**src/rtl/timer_compare.sv**
```systemverilog
// Compare stage of a 64-bit system timer: compare register, rising-edge match
// detection into a sticky W1C status bit, masked interrupt and high-word snapshot.
module timer_compare #(
    parameter logic [63:0] DEFAULT_CMP = 64'hFFFF_FFFF_FFFF_FFFF
) (
    input  logic        clk,
    input  logic        rst_n,
    input  logic [63:0] cnt,
    input  logic [31:0] wdata,
    input  logic        cmp0_wr_sel,
    input  logic        cmp1_wr_sel,
    input  logic        cmp_en,
    input  logic        int_en,
    input  logic        int_st_wr_sel,
    input  logic        cnt_lo_rd_sel,
    output logic [63:0] cmp,
    output logic        int_st,
    output logic        tim_int,
    output logic [31:0] cnt_hi_snap
);

    logic match;
    logic match_d;
    logic set_evt;
    logic clr_evt;

    always_ff @(posedge clk or negedge rst_n) begin
        if (!rst_n) begin
            cmp <= DEFAULT_CMP;
        end else begin
            if (cmp0_wr_sel) cmp[31:0]  <= wdata;
            if (cmp1_wr_sel) cmp[63:32] <= wdata;
        end
    end

    // Full-width equality only; a match on one half alone must never fire.
    assign match   = cmp_en & (cnt == cmp);
    assign set_evt = match & ~match_d;
    assign clr_evt = int_st_wr_sel & wdata[0];

    always_ff @(posedge clk or negedge rst_n) begin
        if (!rst_n) begin
            match_d <= 1'b0;
            int_st  <= 1'b0;
        end else begin
            match_d <= match;
            // A new match outranks a software clear so no event is lost.
            if (set_evt)      int_st <= 1'b1;
            else if (clr_evt) int_st <= 1'b0;
        end
    end

    assign tim_int = int_st & int_en;

    always_ff @(posedge clk or negedge rst_n) begin
        if (!rst_n)             cnt_hi_snap <= 32'h0;
        else if (cnt_lo_rd_sel) cnt_hi_snap <= cnt[63:32];
    end

endmodule

```
**config.mk**
```make
export PLATFORM = sky130hd
export DESIGN_NAME = timer_compare
export DESIGN_NICKNAME = d
export VERILOG_FILES = /design/src/rtl/timer_compare.sv
export SDC_FILE = /design/constraint.sdc
export NUM_CORES = 1
export LEC_CHECK = 0
export ABC_AREA = 1
export BUFFER_PORTS_ARGS = -buffer_cell sky130_fd_sc_hd__buf_2
export CAP_MARGIN = 15
export CORE_ASPECT_RATIO = 1.4
export CORE_MARGIN = 2
export CORE_UTILIZATION = 49
export CTS_CLUSTER_SIZE = 10
export DETAILED_ROUTE_END_ITERATION = 7
export HOLD_SLACK_MARGIN = 0.05
export PLACE_DENSITY = 0.8
export SETUP_SLACK_MARGIN = 0.05
export SYNTH_ARGS = -nofsm -noshare
export SYNTH_HDL_FRONTEND = slang
export SYNTH_SLANG_ARGS = --single-unit
```
**constraint.sdc**
```tcl
create_clock -name clk -period 3 [get_ports clk]
set_input_delay 0.15 -clock clk [delete_from_list [all_inputs] [get_ports clk]]
set_output_delay 0.15 -clock clk [all_outputs]
set_load 0.1 [all_outputs]
```
==> results of run 1 <==
## per-stage QoR
step                      cells   util
after global placement     1036  0.615
after global routing       1082  0.675
after floorplan             711      -
after CTS                  1080  0.674
after detailed placement   1036  0.615
final                      1082  0.675
## state kept, by name, indices dropped and copies added (netlist names)
name,cells
cmp,64
match_d,1
int_st,1
cnt_hi_snap,32
## per-layer routing
metal  part of all wire  wire length (µm)  GRT usage  up-vias
met5                  0                 0          0        -
met4              0.050               851      0.176        0
met3              0.059              1010     0.0445       58
met2               0.49              8420      0.502      239
met1               0.40              6800      0.363     2448
li1                   -                 -          -     2633
## cell type report
| type | instances | area share |
|---|---|---|
| Tap cell | 138 | 0.0246 |
| Timing Repair Buffer | 235 | 0.190 |
| Clock buffer | 11 | 0.0331 |
| Sequential cell | 98 | 0.361 |
| Antenna cell | 2 | 0.000713 |
| Clock inverter | 5 | 0.0146 |
| Inverter | 118 | 0.0631 |
| Multi-Input combinational cell | 475 | 0.313 |
## power by group through the flow
stage,logic [mW],clock network [mW],registers [mW]
2_1_floorplan,0.346,0,2.50
3_3_place_gp,1.59,0,1.60
3_5_place_dp,1.60,0,1.60
4_1_cts,1.63,1.34,1.58
5_1_grt,1.72,1.40,1.60
6_report,1.64,1.33,1.58
## cells by family (layout without fill, tap and decap cells)
| group | Yosys count | after routing | synth area share |
|---|---|---|---|
| multiplexers | 14 | 14 | 0.0300 |
| AND/OR/NAND/NOR | 358 | 358 | 0.281 |
| XOR/XNOR | 11 | 11 | 0.0183 |
| other | 0 | 2 | 0 |
| AO/OA/AOI/OAI | 92 | 92 | 0.0895 |
| buffers and inverters | 138 | 369 | 0.100 |
| flip-flops | 98 | 98 | 0.482 |
## repair_timing
item                      in CTS  in global routing
hold endpoints to repair      58                  0
hold buffers                  28                  0
setup buffers                  0                  0
## cell usage in the layout (no fill, tap or decap), types with 4 or more instances in the layout
cell,synthesis,routed
a21oi_1,27,27
buf_2,7,200
buf_4,0,7
clkbuf_16,0,9
dfrtp_1,34,34
dfstp_2,64,64
dlygate4sd3_1,0,28
inv_1,109,109
inv_2,9,9
mux2_2,14,14
nand2_1,221,221
nand2_2,6,6
nand3_1,12,12
nand4_1,16,16
nor2_1,85,85
o21ai_0,59,59
or2_2,4,4
xnor2_1,10,10
## worst reg2reg max path, delay by kind of cell, from the launching register on
family        cells  cell delay [ns]
buf+inv           1             0.05
simple gates      9             0.93
flops             1             0.54
## worst max path at each step
stage	startpoint	endpoint	slack (ns)
after floorplan	int_st$_DFFE_PN0P_	tim_int	1.21
after global placement	cmp[49]$_DFFE_PN1P_	int_st$_DFFE_PN0P_	1.48
after detailed placement	cmp[49]$_DFFE_PN1P_	int_st$_DFFE_PN0P_	1.46
after CTS	cmp[49]$_DFFE_PN1P_	int_st$_DFFE_PN0P_	1.45
after global routing	cmp[49]$_DFFE_PN1P_	int_st$_DFFE_PN0P_	1.34
final	cmp[49]$_DFFE_PN1P_	int_st$_DFFE_PN0P_	1.43
==> key figures, run 1 <==
Logic synthesis
  • Cell Area, Synth: between 5000 and 6000 µm²
  • Main synth FF type: dfstp_2
  • Synth Area per Inst: 7.40 µm²
  • Most frequent cells after synthesis: nand2_1, inv_1, nor2_1
  • Synthesis Warnings: 0
  • Post-synth EDFFs: 0
  • Top post-synthesis cells by area: dfstp_2, dfrtp_1, nand2_1
  • Cells after Synth: slightly above 700
  • Share of the yosys chip area belonging to registers: 0.482
  • Most instantiated library cell after synthesis: nand2_1
  • Post-synth top area share: 0.320
  • Mapped Nets: approximately 820
  • Yosys reg bits: 98
  • Fraction of registers with async set/reset: 1.00
  • Post-synth top area cell: dfstp_2
  • Distinct cells, synth: 29

Timing
  • Unrepaired setup endpoints after global routing: false
  • Crit path time final: 1.57 ns
  • FMAX: around 0.64 GHz
  • Setup TNS: 0 ns
  • Final Slew Violations: 0
  • Hold WS: about 0.055 ns
  • Slew headroom: 0.401
  • Clock skew: between 0.007 and 0.008 ns
  • Worst Max-Slew Pin Slew: approximately 0.90 ns
  • Setup violators final: 0
  • Setup ws final: 1.43 ns
  • Final Hold Fails: 0
  • Period utilization: 0.523

Status
  • Status: finished, final reports clean

Pwr
  • Power share of the sequential group: 0.348
  • Clock power frac: 0.292
  • Leakage: approximately 3.7 nW
  • Switch Pwr: between 1.5 and 2 mW
  • Peak supply drop: ~0.00033 V
  • Comb power frac: 0.360
  • Total power: 4.55 mW
  • Internal power: 2.63 mW
  • Pwr/cell area: 648 nW/µm²
  • Switching fraction of total power: 0.421

Worst setup path
  • Worst Path Max Fanout: 3
  • FF-to-FF setup slack: roughly 1.4 ns
  • Worst reg2reg endpoint: int_st$_DFFE_PN0P_
  • Slowest CP cell: dfstp_2
  • CP most frequent cell: nand2_1
  • Buf+Inv Stages, Crit Path: 1
  • Crit. End Element: flop
  • Critical path arrival: about 1.9 ns
  • Crit path largest cell delay: roughly 0.54 ns
  • Kind of cell adding the most delay to the critical path: simple AND/OR/NAND/NOR gates
  • Crit path required time: between 3 and 4 ns
  • WP depth: 10
  • WS Path Type: flop to flop
  • Nature of the critical path startpoint: flop
  • R2r startpoint: cmp[49]$_DFFE_PN1P_
  • Cell Chain, Critical Path: inv_1, nand2_1, nand2_1, nor2_1, nand2_1, nor2_1, nand2_1, nor2_1, nand4_1, nand2_1
  • Register-to-Register Path Depth: 10

Route
  • Vias: roughly 5400
  • Detailed Routing Iterations Pass 1: 5
  • Antenna viol nets, final: 0
  • Total wire length: between 15 and 20 mm
  • # DRC: 0
  • DR vias/cell: ~5.0
  • Initial drt markers: ~360
  • DR WL/cell: 15.8 µm

Floorplanning
  • Area of the core: 10400 µm²
  • IO Count: 202
  • Initial Utilization: 0.505
  • Die W: slightly above 90 µm
  • Site Rows: 44
  • Die area: 11600 µm²
  • DIE HEIGHT: 127 µm

Clocking
  • CTS Buf Count: 9
  • # clock sinks: 98
  • Skew-Pair Late Insertion Delay: 0.35 ns
  • CTS clk-pin slew, worst paths: around 0.07 ns
  • H-tree lvl count: 3
  • TritonCTS clock tree: yes
  • Post-CTS sizing: 0
  • Clk buf depth: 2
  • CTS root buf: clkbuf_16

Finish
  • Multi-input gate area: 2200 µm²
  • Seq. cell area: 2530 µm²
  • FILL cells: 930
  • Fin area: 7020 µm²
  • Layout area overhead: 33.5%
  • Final #Nets: between 1000 and 1500
  • Share of cells above drive strength 1: 0.345

Worst hold path
  • Worst Hold End: cmp[49]$_DFFE_PN1P_
  • Worst Hold Depth: 3
  • HP Start: wdata[17]
  • Hold Path Class: primary input to flop

Placement
  • Pre-CTS WS: approximately 1.5 ns
  • Buffers on Ports: between 200 and 250
  • Routability cong.: 0.951
  • Post-DP Area: around 6400 µm²
  • Post-DP HPWL: approximately 13 mm

GRT
  • Largest net degree at the start of global routing: 53
  • Vias in the first global route: between 5000 and 6000
  • Grt total ovfl: 0
  • Total GRT Usage: 0.299
  • Antenna violations before repair: 2
  • First-pass GRT wire length: between 20 and 30 mm

Flow run
  • Max-cap violations: 0
(Power assumes the default switching activity.)
==> run 2: changes to the inputs <==
==> constraint.sdc (replaced) <==
create_clock -name clk -period 1.6 [get_ports clk]
set_input_delay 0.08 -clock clk [delete_from_list [all_inputs] [get_ports clk]]
set_output_delay 0.08 -clock clk [all_outputs]
set_load 0.1 [all_outputs]
==> run 2 against run 1 <==
Against the previous run:
- sequential share of layout area fell by 0.49 points
- combinational power rose by 97%
- first-iteration DRC count rose by 64%
- global-route usage rose by 3.9 points
- setup slack got worse by 1.4 ns
- die area did not move
- routed wire length rose by 13%
==> key figures, run 2 (same netlist as run 1, synthesis figures left out) <==
Placement
  • Cell count after placement: between 1000 and 1500
  • Routability cong.: between 1 and 1.5
  • Buffers on Ports: 201
  • Pre-CTS WS: 0.0798 ns
  • Post-DP HPWL: 13.8 mm

Finish
  • Final #Nets: 1083
  • Post-layout util: 0.743
  • Commonest non-fill, non-tap cell in the layout: nand2_1
  • Multi-input gate area: ~2200 µm²
  • Top Registers: cmp: 64 flops, cnt_hi_snap: 32 flops
  • Finished Layout Cells: approximately 1100
  • Seq. cell area: between 2000 and 3000 µm²
  • Share of cells above drive strength 1: 0.362
  • FILL cells: 747
  • Largest register FFs: 64
  • Largest register by flop count: cmp
  • Commonest non-fill, non-tap cells in the layout: nand2_1, buf_2, inv_1
  • Layout area overhead: 47.1%

Route
  • Vias: around 6000
  • Detailed Routing Iterations Pass 1: 5
  • Antenna viol nets, final: 0
  • # DRC: 0
  • DR WL/cell: 17.2 µm
  • Initial drt markers: roughly 600
  • DR vias/cell: between 5 and 6
  • Total wire length: ~19 mm

Worst setup path
  • Kind of cell adding the most delay to the critical path: simple AND/OR/NAND/NOR gates
  • Crit path required time: ~1.9 ns
  • Cell Chain, Critical Path: inv_1, nand2_1, and2_0, nand3b_1, nor4_2, nand2_1, nor2_1
  • WS Path Type: flop to flop
  • CP most frequent cell: nand2_1
  • Slowest CP cell: dfstp_4
  • Buf+Inv Stages, Crit Path: 1
  • FF-to-FF setup slack: 0.04 ns
  • Worst Path Max Fanout: 3
  • Critical path arrival: between 1.5 and 2 ns
  • Crit. End Element: flop
  • Crit path largest cell delay: about 0.62 ns
  • Nature of the critical path startpoint: flop

Clocking
  • Clk buf depth: 2
  • H-tree lvl count: 3
  • CTS root buf: clkbuf_16
  • TritonCTS clock tree: yes
  • # clock sinks: roughly 100
  • Skew-Pair Late Insertion Delay: between 0.3 and 0.4 ns
  • CTS clk-pin slew, worst paths: approximately 0.07 ns
  • CTS Buf Count: 9

Flow run
  • Max-cap violations: 0

Timing
  • Crit path time final: ~1.6 ns
  • Setup violators final: 0
  • Setup TNS: 0 ns
  • Unrepaired setup endpoints after global routing: true
  • FMAX: about 0.64 GHz
  • Setup ws final: 0.0410 ns
  • Clock skew: a little over 0.008 ns
  • Worst Max-Slew Pin Slew: 0.559 ns
  • Final Slew Violations: 0
  • Slew headroom: 0.627
  • Period utilization: 0.974
  • Final Hold Fails: 0

Floorplanning
  • Initial Utilization: 0.505
  • IO Count: between 200 and 250
  • Site Rows: 44
  • Die area: about 12000 µm²
  • Area of the core: about 10000 µm²
  • Die W: between 90 and 100 µm
  • DIE HEIGHT: around 130 µm

GRT
  • Grt total ovfl: 0
  • First-pass GRT wire length: 30.0 mm
  • GRT Max-Usage Layer: met2
  • Vias in the first global route: between 6000 and 7000
  • Largest net degree at the start of global routing: 42
  • Met3 usage: 0.0790
  • Total GRT Usage: 0.338
  • Met1 usage: 0.373
  • Antenna violations before repair: 2
  • Met2 usage: 0.570

Status
  • Status: finished, final reports clean

Pwr
  • Peak supply drop: around 0.00068 V
  • Leakage: around 4.0 nW
  • Pwr/cell area: between 1000 and 1500 nW/µm²

Worst hold path
  • Hold Path Class: primary input to flop
[run 2: changes by cell type in the layout (fill, tap and decap cells not counted), moves of 2 or more]
| cell | before | now |
|---|---|---|
| dfstp_2 | 64 | 6 |
| dfstp_4 | 0 | 58 |
| dlygate4sd3_1 | 28 | 64 |
| nand2_1 | 221 | 210 |
| nand2_2 | 6 | 17 |
| inv_1 | 109 | 99 |
| inv_2 | 9 | 19 |
| buf_12 | 0 | 4 |
| clkbuf_8 | 0 | 3 |
| buf_4 | 7 | 9 |
| nor2_1 | 85 | 83 |
| nor2_2 | 2 | 4 |
[run 2: path summary, 6_finish.rpt]
check                                           start                          end  depth (start not counted)
setup / recovery                  cmp[15]$_DFFE_PN1P_            match_d$_DFF_PN0_                          7
hold / removal                                cnt[62]  cnt_hi_snap[30]$_DFFE_PN0P_                          3
setup reg to reg                  cmp[15]$_DFFE_PN1P_            match_d$_DFF_PN0_                          7
hold reg to reg            cnt_hi_snap[0]$_DFFE_PN0P_   cnt_hi_snap[0]$_DFFE_PN0P_                          1
max in group asynchronous                       rst_n          cmp[57]$_DFFE_PN1P_                          3
min in group asynchronous                       rst_n  cnt_hi_snap[15]$_DFFE_PN0P_                          2
[run 2: timing repair]
item                                    in CTS  in global routing
hold buffers                                64                  0
endpoints found under the hold margin      141                  0
endpoints found under the setup margin       0                  2
setup buffers                                0                  1
gates resized for setup                      0                 21
[run 2: power breakdown]
part           switching [mW]  internal (mW)
clock                   0.960           1.50
sequential              0.170           2.90
combinational            2.55          0.681
total                    3.68           5.08
[run 2: routing by layer]
layer,vias to the layer above,wire length [µm]
met3,114,1640
li1,2725,-
met5,-,0
met1,2741,6820
met4,0,1410
met2,386,9480
[run 2: metrics by stage]
stage | instance area [µm²] | power (mW) | hold WS, ns
floorplan | 5480 | 5.44 | -0.216
global placement | 6710 | 6.09 | 0.0190
detailed placement | 6710 | 6.12 | 0.0197
CTS | 7680 | 8.68 | 0.0593
global route | 7730 | 9.04 | 0.0706
finish | 7730 | 8.76 | 0.0615
[run 2: area by class of cell]
cell class / count / area share
Tap cell: 138 / 0.0223
Antenna cell: 2 / 0.000647
Timing Repair Buffer: 277 / 0.231
Inverter: 118 / 0.0573
Sequential cell: 98 / 0.356
Clock inverter: 2 / 0.00776
Clock buffer: 14 / 0.0354
Multi-Input combinational cell: 475 / 0.290
[run 2: worst min-delay path, delay by kind of cell]
family                 cells  cell delay (ns)
buffers and inverters      2             0.16
AOI/OAI and AO/OA          1             0.12
